`src/rtl/cordic_pkg.sv`:
```
// rtl/cordic_pkg.sv - shared constants and elaboration-time helpers for the CORDIC engine
package cordic_pkg;

   localparam logic MODE_CIRC = 1'b0;
   localparam logic MODE_HYP  = 1'b1;

   localparam real K_INV_CIRC = 0.6072529350;
   localparam real K_INV_HYP  = 1.2074970677;

   localparam real RANGE_CIRC = 1.5;
   localparam real RANGE_HYP  = 1.0;

   // Hyperbolic indices that must run twice for the series to converge
   localparam int HYP_REP0 = 4;
   localparam int HYP_REP1 = 13;

   function automatic longint quantize(input real v, input int fb);
      real s;
      s = v * (2.0 ** fb);
      if (s >= 0.0)
         return longint'($rtoi(s + 0.5));
      else
         return -longint'($rtoi(0.5 - s));
   endfunction

   function automatic int n_steps(input logic m, input int iter);
      if (m == MODE_HYP)
         return iter + ((iter >= HYP_REP0) ? 1 : 0) + ((iter >= HYP_REP1) ? 1 : 0);
      else
         return iter;
   endfunction

endpackage

```
`src/rtl/cordic_angle_rom.sv`:
```
// rtl/cordic_angle_rom.sv - atan/atanh(2^-i) lookup quantized to the internal datapath width
module cordic_angle_rom
   import cordic_pkg::*;
#(
   parameter int W     = 16,
   parameter int ITER  = 14,
   parameter int GUARD = 3,
   parameter int IW    = 4
)(
   input  logic                        mode,
   input  logic [IW-1:0]               idx,
   output logic signed [W+GUARD-1:0]   angle
);

   localparam int WI = W + GUARD;
   localparam int FB = W - 3 + GUARD;

   logic signed [WI-1:0] circ_tab [2**IW];
   logic signed [WI-1:0] hyp_tab  [2**IW];

   // atanh(1) diverges, so hyperbolic entry 0 stays zero along with unused slots
   for (genvar g = 0; g < 2**IW; g++) begin : g_tab
      localparam real T = 1.0 / (2.0 ** g);
      if (g > ITER) begin : g_unused
         assign circ_tab[g] = '0;
         assign hyp_tab[g]  = '0;
      end else if (g == 0) begin : g_first
         assign circ_tab[g] = WI'(quantize($atan(T), FB));
         assign hyp_tab[g]  = '0;
      end else begin : g_used
         assign circ_tab[g] = WI'(quantize($atan(T), FB));
         assign hyp_tab[g]  = WI'(quantize($atanh(T), FB));
      end
   end

   always_comb begin
      angle = (mode == MODE_HYP) ? hyp_tab[idx] : circ_tab[idx];
   end

endmodule

```
`src/rtl/cordic_engine.sv`:
```
// rtl/cordic_engine.sv - iterative rotation-mode CORDIC, circular or hyperbolic per request
// Optional sat output port enabled by defining CORDIC_SAT_FLAG_EN.
module cordic_engine
   import cordic_pkg::*;
#(
   parameter int W     = 16,
   parameter int ITER  = 14,
   parameter int GUARD = 3
)(
   input  logic          clk,
   input  logic          rst,
   input  logic          start,
   input  logic          mode,
   input  logic [W-1:0]  angle,
   output logic          busy,
   output logic          done,
   output logic          err,
   output logic [W-1:0]  x_out,
   output logic [W-1:0]  y_out,
   output logic [W-1:0]  sum_out
`ifdef CORDIC_SAT_FLAG_EN
   ,
   output logic          sat
`endif
);

   localparam int WI      = W + GUARD;
   localparam int FB      = W - 3 + GUARD;
   localparam int IW      = $clog2(ITER + 1);
   localparam int CW      = $clog2(ITER + 3);
   localparam int NS_CIRC = n_steps(MODE_CIRC, ITER);
   localparam int NS_HYP  = n_steps(MODE_HYP, ITER);
   localparam logic signed [WI:0] HALF = (WI+1)'(2 ** (GUARD - 1));

   localparam logic [1:0] S_IDLE = 2'd0;
   localparam logic [1:0] S_RUN  = 2'd1;
   localparam logic [1:0] S_FIN  = 2'd2;

   logic [1:0]           state;
   logic                 mode_r, rep, err_r;
   logic [IW-1:0]        idx;
   logic [CW-1:0]        cnt;
   logic signed [WI-1:0] x, y, z;
   logic signed [WI-1:0] x0_circ, x0_hyp, rom_angle;
   logic signed [WI-1:0] xs, ys, x_step, y_step, z_step;
   logic [W:0]           lim_circ, lim_hyp, abs_angle;
   logic signed [W:0]    angle_ext;
   logic                 in_range, d_pos, last_step, rep_now;
   logic signed [WI:0]   x_rnd_full, y_rnd_full;
   logic [W:0]           x_rnd, y_rnd, sum_full;
   logic [W-1:0]         x_sat, y_sat, sum_sat;
   logic                 sat_any;

   assign x0_circ  = WI'(quantize(K_INV_CIRC, FB));
   assign x0_hyp   = WI'(quantize(K_INV_HYP, FB));
   assign lim_circ = (W+1)'(quantize(RANGE_CIRC, W - 3));
   assign lim_hyp  = (W+1)'(quantize(RANGE_HYP, W - 3));

   // Extra bit lets |-2^(W-1)| be represented so it fails the range compare
   assign angle_ext = {angle[W-1], angle};
   assign abs_angle = angle[W-1] ? -angle_ext : angle_ext;
   assign in_range  = abs_angle <= ((mode == MODE_HYP) ? lim_hyp : lim_circ);

   cordic_angle_rom #(.W(W), .ITER(ITER), .GUARD(GUARD), .IW(IW)) u_rom (
      .mode  (mode_r),
      .idx   (idx),
      .angle (rom_angle)
   );

   assign xs     = x >>> idx;
   assign ys     = y >>> idx;
   assign d_pos  = ~z[WI-1];
   assign x_step = (d_pos ^ (mode_r == MODE_HYP)) ? x - ys : x + ys;
   assign y_step = d_pos ? y + xs : y - xs;
   assign z_step = d_pos ? z - rom_angle : z + rom_angle;

   assign last_step = (cnt == CW'(((mode_r == MODE_HYP) ? NS_HYP : NS_CIRC) - 1));
   assign rep_now   = (mode_r == MODE_HYP) && !rep &&
                      ((idx == IW'(HYP_REP0)) || (idx == IW'(HYP_REP1)));

   function automatic logic [W-1:0] sat_w(input logic [W:0] v);
      return (v[W] != v[W-1]) ? {v[W], {(W-1){~v[W]}}} : v[W-1:0];
   endfunction

   assign x_rnd_full = {x[WI-1], x} + HALF;
   assign y_rnd_full = {y[WI-1], y} + HALF;
   assign x_rnd      = (W+1)'(x_rnd_full >>> GUARD);
   assign y_rnd      = (W+1)'(y_rnd_full >>> GUARD);
   assign x_sat      = sat_w(x_rnd);
   assign y_sat      = sat_w(y_rnd);
   assign sum_full   = {x_sat[W-1], x_sat} + {y_sat[W-1], y_sat};
   assign sum_sat    = sat_w(sum_full);
   assign sat_any    = (x_rnd[W] ^ x_rnd[W-1]) | (y_rnd[W] ^ y_rnd[W-1]) |
                       (sum_full[W] ^ sum_full[W-1]);

   always_ff @(posedge clk) begin
      if (rst) begin
         state   <= S_IDLE;
         busy    <= 1'b0;
         done    <= 1'b0;
         err     <= 1'b0;
         err_r   <= 1'b0;
         x_out   <= '0;
         y_out   <= '0;
         sum_out <= '0;
         mode_r  <= MODE_CIRC;
         rep     <= 1'b0;
         idx     <= '0;
         cnt     <= '0;
         x       <= '0;
         y       <= '0;
         z       <= '0;
`ifdef CORDIC_SAT_FLAG_EN
         sat     <= 1'b0;
`endif
      end else begin
         done <= 1'b0;
         case (state)
            S_IDLE: begin
               if (start) begin
                  mode_r <= mode;
                  x      <= (mode == MODE_HYP) ? x0_hyp : x0_circ;
                  y      <= '0;
                  z      <= {angle, {GUARD{1'b0}}};
                  idx    <= (mode == MODE_HYP) ? IW'(1) : '0;
                  rep    <= 1'b0;
                  cnt    <= '0;
                  busy   <= 1'b1;
                  err_r  <= ~in_range;
                  state  <= in_range ? S_RUN : S_FIN;
               end
            end
            S_RUN: begin
               x   <= x_step;
               y   <= y_step;
               z   <= z_step;
               cnt <= cnt + 1'b1;
               if (rep_now) begin
                  rep <= 1'b1;
               end else begin
                  rep <= 1'b0;
                  idx <= idx + 1'b1;
               end
               if (last_step)
                  state <= S_FIN;
            end
            S_FIN: begin
               done    <= 1'b1;
               busy    <= 1'b0;
               err     <= err_r;
               x_out   <= err_r ? '0 : x_sat;
               y_out   <= err_r ? '0 : y_sat;
               sum_out <= err_r ? '0 : sum_sat;
`ifdef CORDIC_SAT_FLAG_EN
               sat     <= err_r ? 1'b0 : sat_any;
`endif
               state   <= S_IDLE;
            end
            default: state <= S_IDLE;
         endcase
      end
   end

`ifndef CORDIC_SAT_FLAG_EN
   logic unused_sat;
   assign unused_sat = sat_any;
`endif

endmodule

```
`config.mk`:
```
export PLATFORM = sky130hd
export DESIGN_NAME = cordic_engine
export DESIGN_NICKNAME = d
export VERILOG_FILES = /design/src/rtl/cordic_pkg.sv /design/src/rtl/cordic_angle_rom.sv /design/src/rtl/cordic_engine.sv
export SDC_FILE = /design/constraint.sdc
export NUM_CORES = 1
export LEC_CHECK = 0
export ABC_AREA = 0
export ABC_CLOCK_PERIOD_IN_PS = 5200
export BUFFER_PORTS_ARGS = -buffer_cell sky130_fd_sc_hd__buf_2
export CELL_PAD_IN_SITES_DETAIL_PLACEMENT = 2
export CELL_PAD_IN_SITES_GLOBAL_PLACEMENT = 2
export CORE_MARGIN = 10
export CORE_UTILIZATION = 34
export CTS_CLUSTER_SIZE = 24
export DETAILED_ROUTE_END_ITERATION = 7
export HOLD_SLACK_MARGIN = 0.1
export PLACE_DENSITY = 0.81
export SYNTH_ARGS = -nofsm -noshare
export SYNTH_HDL_FRONTEND = slang
export SYNTH_SLANG_ARGS = --single-unit
export TNS_END_PERCENT = 20
```
`constraint.sdc`:
```
create_clock -name clk -period 5.2 [get_ports clk]
set_input_delay 1.04 -clock clk [delete_from_list [all_inputs] [get_ports clk]]
set_output_delay 1.04 -clock clk [all_outputs]
set_load 0.05 [all_outputs]
```
After elaboration in Yosys (flattened, before gate mapping)
Memories as Yosys holds them, arrays and structs flattened. Index checks and enable logic that the tools add are counted.

Register bits: 122. ROM bits: 608. Input bits: 20. Output and inout bits: 51. Word-level logic and storage cells: 104. Memories kept: 2.

Add/sub/neg operators: 13. Order comparisons: 2. Eq/ne operators: 11. Shift operators: 2. Muxes and demuxes: 40. Bitwise logic cells: 7. Reductions and logical operators: 12.

Memories: (name not given) (words 16, width 19, read ports 1, clocked after memory_dff 0, wr ports 0, line cordic_angle_rom.sv:37) `angle = (mode == MODE_HYP) ? hyp_tab[idx] : circ_tab[idx];`; (name not given) (words 16, width 19, read ports 1, clocked after memory_dff 0, wr ports 0, line cordic_angle_rom.sv:37).

Operators with widths (count): 2-to-1 mux 19 bit (11); one-hot mux 19 bit (2 select lines) (3); 2-to-1 mux 16 bit (6); adder 19 bit (3); subtractor 19 bit (3); adder 19 x 4 -> 20 bit, second input constant (2); >>> shifter 19 x 4 -> 19 bit (2); 2-to-1 mux 17 bit (2); adder 16 x 16 -> 17 bit (1); less-or-equal comparator 17 x 14 -> 1 bit (1); negation 16 -> 17 bit (1); 2-to-1 mux 13 bit (1); 2-to-1 mux 5 bit (2); one-hot mux 5 bit (2 select lines) (1); 2-to-1 mux 4 bit (2); one-hot mux 4 bit (2 select lines) (1); AND reduction 2 bit (4); 2-to-1 mux 2 bit (3); != test 2 bit, second input constant (3); adder 5 x 1 -> 5 bit, second input constant (1); == test 5 bit (1); greater-or-equal comparator 5 bit, second input constant (1); 2-to-1 mux 1 bit (5); inverter 1 bit (5); 17 further kinds (22).

Logic depth before layout (Yosys ltp)
Depth in word-level cells: 8. Mapped depth: 25. Gate-level depth less buffers: 22.

Cells and area by module
Synthesis repeated with hierarchy kept, for this count alone.

Cells, all modules: 1583. Area total of the unflattened synthesis: 12286.8 µm².

By module, submodules not included: cordic_engine (instances 1, cells each 1506, area each 11783.8 µm², seq. area each 2442.3 µm²); cordic_angle_rom (instances 1, cells each 77, area each 503.0 µm², seq. area each 0.0 µm²).

Worst setup path before layout
No wires, ideal clock.

Path kind: flip-flop to flip-flop. Start: register y[3]. End: register sum_out[10]. Setup time: 0.128 ns. Arrival time: 4.687 ns. Required time: 5.072 ns. Path slack: 0.384 ns. Stages on the path, launching flop included: 22. Buffers on the path: 3. Period minus slack after synthesis: 4.816 ns. Cells stage by stage: dfxtp_1 ha_1 nand4_1 nor2_1 and3_1 clkbuf_1 nand2_1 nor3_1 clkbuf_1 nor2_1 ha_1 fa_1 a211oi_1 o21bai_1 a21oi_1 o211ai_1 a41o_1 nor4_1 a21oi_1 o21ai_0 clkbuf_1 o21ai_0.

Word-level cells in the longest chain between the ends: 7. Elaborated cells on any way between the ends: 9. Classes of those cells: add/sub: 2; eq/ne: 2; mux: 3; bitwise: 2.

RTL lines: start: declaration (line cordic_engine.sv:43) `logic signed [WI-1:0] x, y, z;`; start signal: assignment (line cordic_engine.sv:135) `y <= y_step;`; adder 19 x 4 -> 20 bit * (line cordic_engine.sv:86) `assign y_rnd_full = {y[WI-1], y} + HALF;`; != test 1 bit / inverter 1 bit (equally long branches) (line cordic_engine.sv:82) `return (v[W] != v[W-1]) ? {v[W], {(W-1){~v[W]}}} : v[W-1:0];`; 2-to-1 mux 16 bit * (line cordic_engine.sv:82); adder 16 x 16 -> 17 bit * (line cordic_engine.sv:91) `assign sum_full = {x_sat[W-1], x_sat} + {y_sat[W-1], y_sat};`; != test 1 bit / inverter 1 bit (equally long branches) (line cordic_engine.sv:82); 2-to-1 mux 16 bit * (line cordic_engine.sv:82); 2-to-1 mux 16 bit * (line cordic_engine.sv:153) `sum_out <= err_r ? '0 : sum_sat;`; end signal: assignment (line cordic_engine.sv:153); end: declaration (line cordic_engine.sv:20) `output logic [W-1:0] sum_out`.

Every way passes the cells marked *; elsewhere a longest branch is shown, timed or not. A chain may end at the register's enable or synchronous reset.

Worst setup path in the final report
Start: register idx[1]. End: register y[18].

Word-level cells in the longest chain between the ends: 4. Elaborated cells on any way between the ends: 5. Classes of those cells: add/sub: 2; shift: 1; mux: 2.

RTL lines: start: declaration (line cordic_engine.sv:41) `logic [IW-1:0] idx;`; start signal: assignment (line cordic_engine.sv:125) `idx <= (mode == MODE_HYP) ? IW'(1) : '0;`; start signal: assignment (line cordic_engine.sv:142) `idx <= idx + 1'b1;`; >>> shifter 19 x 4 -> 19 bit * (line cordic_engine.sv:70) `assign xs = x >>> idx;`; adder 19 bit / subtractor 19 bit (equally long branches) (line cordic_engine.sv:74) `assign y_step = d_pos ? y + xs : y - xs;`; 2-to-1 mux 19 bit * (line cordic_engine.sv:74); one-hot mux 19 bit (2 select lines) * (line cordic_engine.sv:118) `case (state)`.

Marks and branches as above.

==> flow_summary_export.csv <==
group,metric,value,unit
sta,worstMarginPinSlew,1270,ps
logic_synthesis,yosysSeqAreaShare,0.208,
global_routing,antenna_found_initial,1,
detailed_routing,via_per_inst,6.03,
detailed_routing,wirelength,51.4,mm
detailed_routing,postRouteAntennaNets,0,
placement,io_buffers,70,
min_path,min_path_type,"flop to flop",
layout,area_growth,17.3,%
clock_network,clk_latency,470,ps
sta,slew_viol_final,0,
min_path,holdCritStartpoint,"sum_out[14]",
clock_network,cts.clk_slew.worst_paths,70,ps
sta,setup_slack,174,ps
pwr,p_leak,5.78,nW
logic_synthesis,syn-cell-area,11700,um2
logic_synthesis,synth-async-reset-ratio,0,
sta,setup_viol,0,
critical_path,reg2reg_setup_slack,170,ps
detailed_routing,route.detailed.drc,0,
sta,fin_crit_sh,0.967,
clock_network,cts_buffers,17,
critical_path,slowest_delay,570,ps
logic_synthesis,synth_edf_count,0,
detailed_routing,via_count,12276,
floorplan,core_area,33800,um2
min_path,worstHoldPathCells,2,
clock_network,cts_tree,"done",
outcome,status,"complete, no violations",
critical_path,reg2reg_to,"y[18]",
layout,design_area,13800,um2
sta,max_freq,199,MHz
placement,place_ws,-196,ps
floorplan,pin_count,71,
logic_synthesis,avgSynthCellArea,7.92,um2
critical_path,crit_type,"flop to flop",
critical_path,arrival,5360,ps
clock_network,cts_max_level,4,
critical_path,cp-start-kind,"flop",
layout,drive_gt1_frac,0.201,
placement,place.gp.congestion,0.955,
pwr,finalPower,0.00432,W
logic_synthesis,syn_inst,1481,
detailed_routing,drt_pre_antenna_iters,5,
sta,rsz0062_at_grt,"yes",
floorplan,row_count,67,
critical_path,required,5540,ps
global_routing,grt_pass1_wl,78.3,mm
pwr,vdd_drop_max,0.270,mV
clock_network,cts.root.buffer_cell,"clkbuf_16",
floorplan,die_w,206,um
critical_path,cpMaxStageDelayCell,"or4_4",
job,cap_violations,0,
critical_path,r2r_cells,20,
sta,post-route-min-period,5030,ps
global_routing,grt_start_max_net_pins,68,
placement,dpl_cell_area,12900,um2
sta,hold_violations,0,
global_routing,grt_pass1_vias,13030,
clock_network,hold_buffers,0,
critical_path,cp-end-kind,"flop",
placement,dpl.hpwl,38.1,mm
global_routing,track_usage,0.236,
logic_synthesis,ys.flop_type,"dfxtp_1",
critical_path,cp_max_fo,8,
critical_path,cp_cell_sequence,"clkbuf_4 > buf_4 > mux4_2 > mux4_2 > nor2_4 > nand2_1 > or4_4 > nor3_4 > and2_1 > nor2_1 > xnor2_1 > ha_1 > and3_1 > a2111oi_4 > nor3_2 > nand3_1 > nand2_1 > xnor2_2 > a21oi_1 > o22ai_1",
logic_synthesis,synth.net_count,1592,
clock_network,cts.path.max_buffers,2,
sta,whs,464,ps
sta,fin_skew,14.0,ps
min_path,hold_end,"sum_out[14]",
layout,utilization,0.408,
critical_path,r2r_start,"idx[1]",
floorplan,fp.dieH,206,um
pwr,p_per_area,314,nW/um2
sta,max_slew_margin,0.155,
floorplan,dieArea,42300,um2
clock_network,cts_sinks,122,
detailed_routing,wl_per_cell,25.2,um
critical_path,cp_num_buf_inv,2,
logic_synthesis,ys_ff_latch,122,
logic_synthesis,yosys_warnings,0,
logic_synthesis,synth.distinct_cells,93,
global_routing,overflow,0,
detailed_routing,drt_iter0_drc,840,
floorplan,initial_core_util,0.347,
layout,final_net_count,1685,
critical_path,path_delay_family,"simple AND/OR/NAND/NOR gates",
-- cell usage after synthesis, drive strengths merged (17+ instances only) --
master	instances	area, um2
nor2b	17	106
ha	87	1090
xor2	56	490
clkbuf	63	238
nor2	190	716
o21ai	69	345
a21o	19	143
dfxtp	122	2440
xnor2	79	699
buf	33	190
nand2b	22	138
a21oi	128	641
nand3	24	120
a22o	17	149
nand2	128	483
mux4	31	706
and3	17	106
nor3	32	165
a31oi	23	144
mux2i	33	368
a22oi	33	248
inv	47	176
-- power by group --
group          internal (W)  leakage (nW)  switching [W]  total (W)
Combinational      0.000807          4.51        0.00119    0.00200
Clock              0.000637         0.277       0.000592    0.00123
Sequential         0.000991          1.00      0.0000989    0.00109
Total               0.00244          5.78        0.00188    0.00432
-- placed cells by master (no fill, tap or decap), drive strengths merged, types with 5 or more instances in the layout --
| cell type | n |
|---|---|
| inv | 59 |
| nor2 | 190 |
| a31oi | 23 |
| and2 | 11 |
| nor2b | 17 |
| a221oi | 5 |
| nand4 | 12 |
| or3 | 10 |
| a22o | 17 |
| xnor2 | 79 |
| a211oi | 10 |
| ha | 87 |
| o21a | 10 |
| nand2 | 128 |
| o22ai | 9 |
| a22oi | 33 |
| o31ai | 14 |
| mux4 | 31 |
| nor3 | 32 |
| a21o | 19 |
| or2 | 9 |
| a222oi | 13 |
| a21oi | 128 |
| clkbuf | 18 |
| nor4 | 7 |
| mux2i | 33 |
| o21ai | 69 |
| mux2 | 14 |
| buf | 169 |
| dfxtp | 122 |
| o211ai | 7 |
| o21bai | 11 |
| nand3 | 24 |
| xor2 | 56 |
| and3 | 17 |
| nand2b | 22 |
-- kinds of logic after synthesis --
logic type,share of synthesized area
adder cells (fa/ha/maj),0.102
flip-flops,0.208
XOR/XNOR,0.101
buffers and inverters,0.0515
multiplexers,0.105
AO/OA/AOI/OAI,0.233
AND/OR/NAND/NOR,0.199
-- flip-flops by register name, indices dropped and copies added, names as in the netlist, 2 cells and up --
name and flops:
sum_out 16, z 19, cnt 5, y 19, x_out 16, x 19
idx 4, y_out 16, state 2
-- area by class of cell --
cell class | instances | area (um2)
diodes | 1 | 2.50
inverters | 47 | 176
clock inverters | 15 | 146
clock buffers | 17 | 425
flip-flops and latches | 122 | 2470
fillers | 3842 | 20000
well taps | 448 | 561
multi-input cells | 1216 | 8830
repair buffers | 170 | 1150
-- routing by layer --
metal	track usage	wire [um]	vias to the layer above
met4	0.0680	1350	0
met3	0.0349	2540	96
met5	0	0	-
met2	0.392	24700	344
met1	0.311	22800	6267
li1	-	-	5569
-- worst max path at each step --
| stage | start | slack (ps) | cells past startpoint | endpoint |
|---|---|---|---|---|
| after floorplan | y[3] | 380 | 21 | sum_out[10] |
| after global placement | x[2] | -4 | 21 | sum_out[14] |
| after detailed placement | idx[0] | -200 | 19 | y[18] |
| after CTS | idx[0] | -6 | 20 | y[18] |
| after global routing | idx[1] | -80 | 20 | y[18] |
| final | idx[1] | 170 | 20 | y[18] |
-- through the flow --
stage / setup TNS (ps) / instances
after floorplan: 0 / 1481
after global placement: -7.10 / 1982
after detailed placement: -1920 / 1982
after CTS: -5.67 / 2014
after global routing: -158 / 2035
final: 0 / 2036
-- worst min-delay path, delay by kind of cell (launching register included) --
kind             cells  cell delay [ps]
AND/OR/NAND/NOR      1               50
flip-flops           1              330
AO/OA/AOI/OAI        1               60
-- repair_timing --
| item | 4_1_cts | 5_1_grt |
|---|---|---|
| endpoints found under the hold margin | 0 | 0 |
| gates resized for setup | 8 | 44 |
| pin swaps | 0 | 9 |
| buffers inserted | 0 | 21 |
| endpoints found under the setup margin | 21 | 32 |
Note: power is estimated with default switching activity, not from simulation.
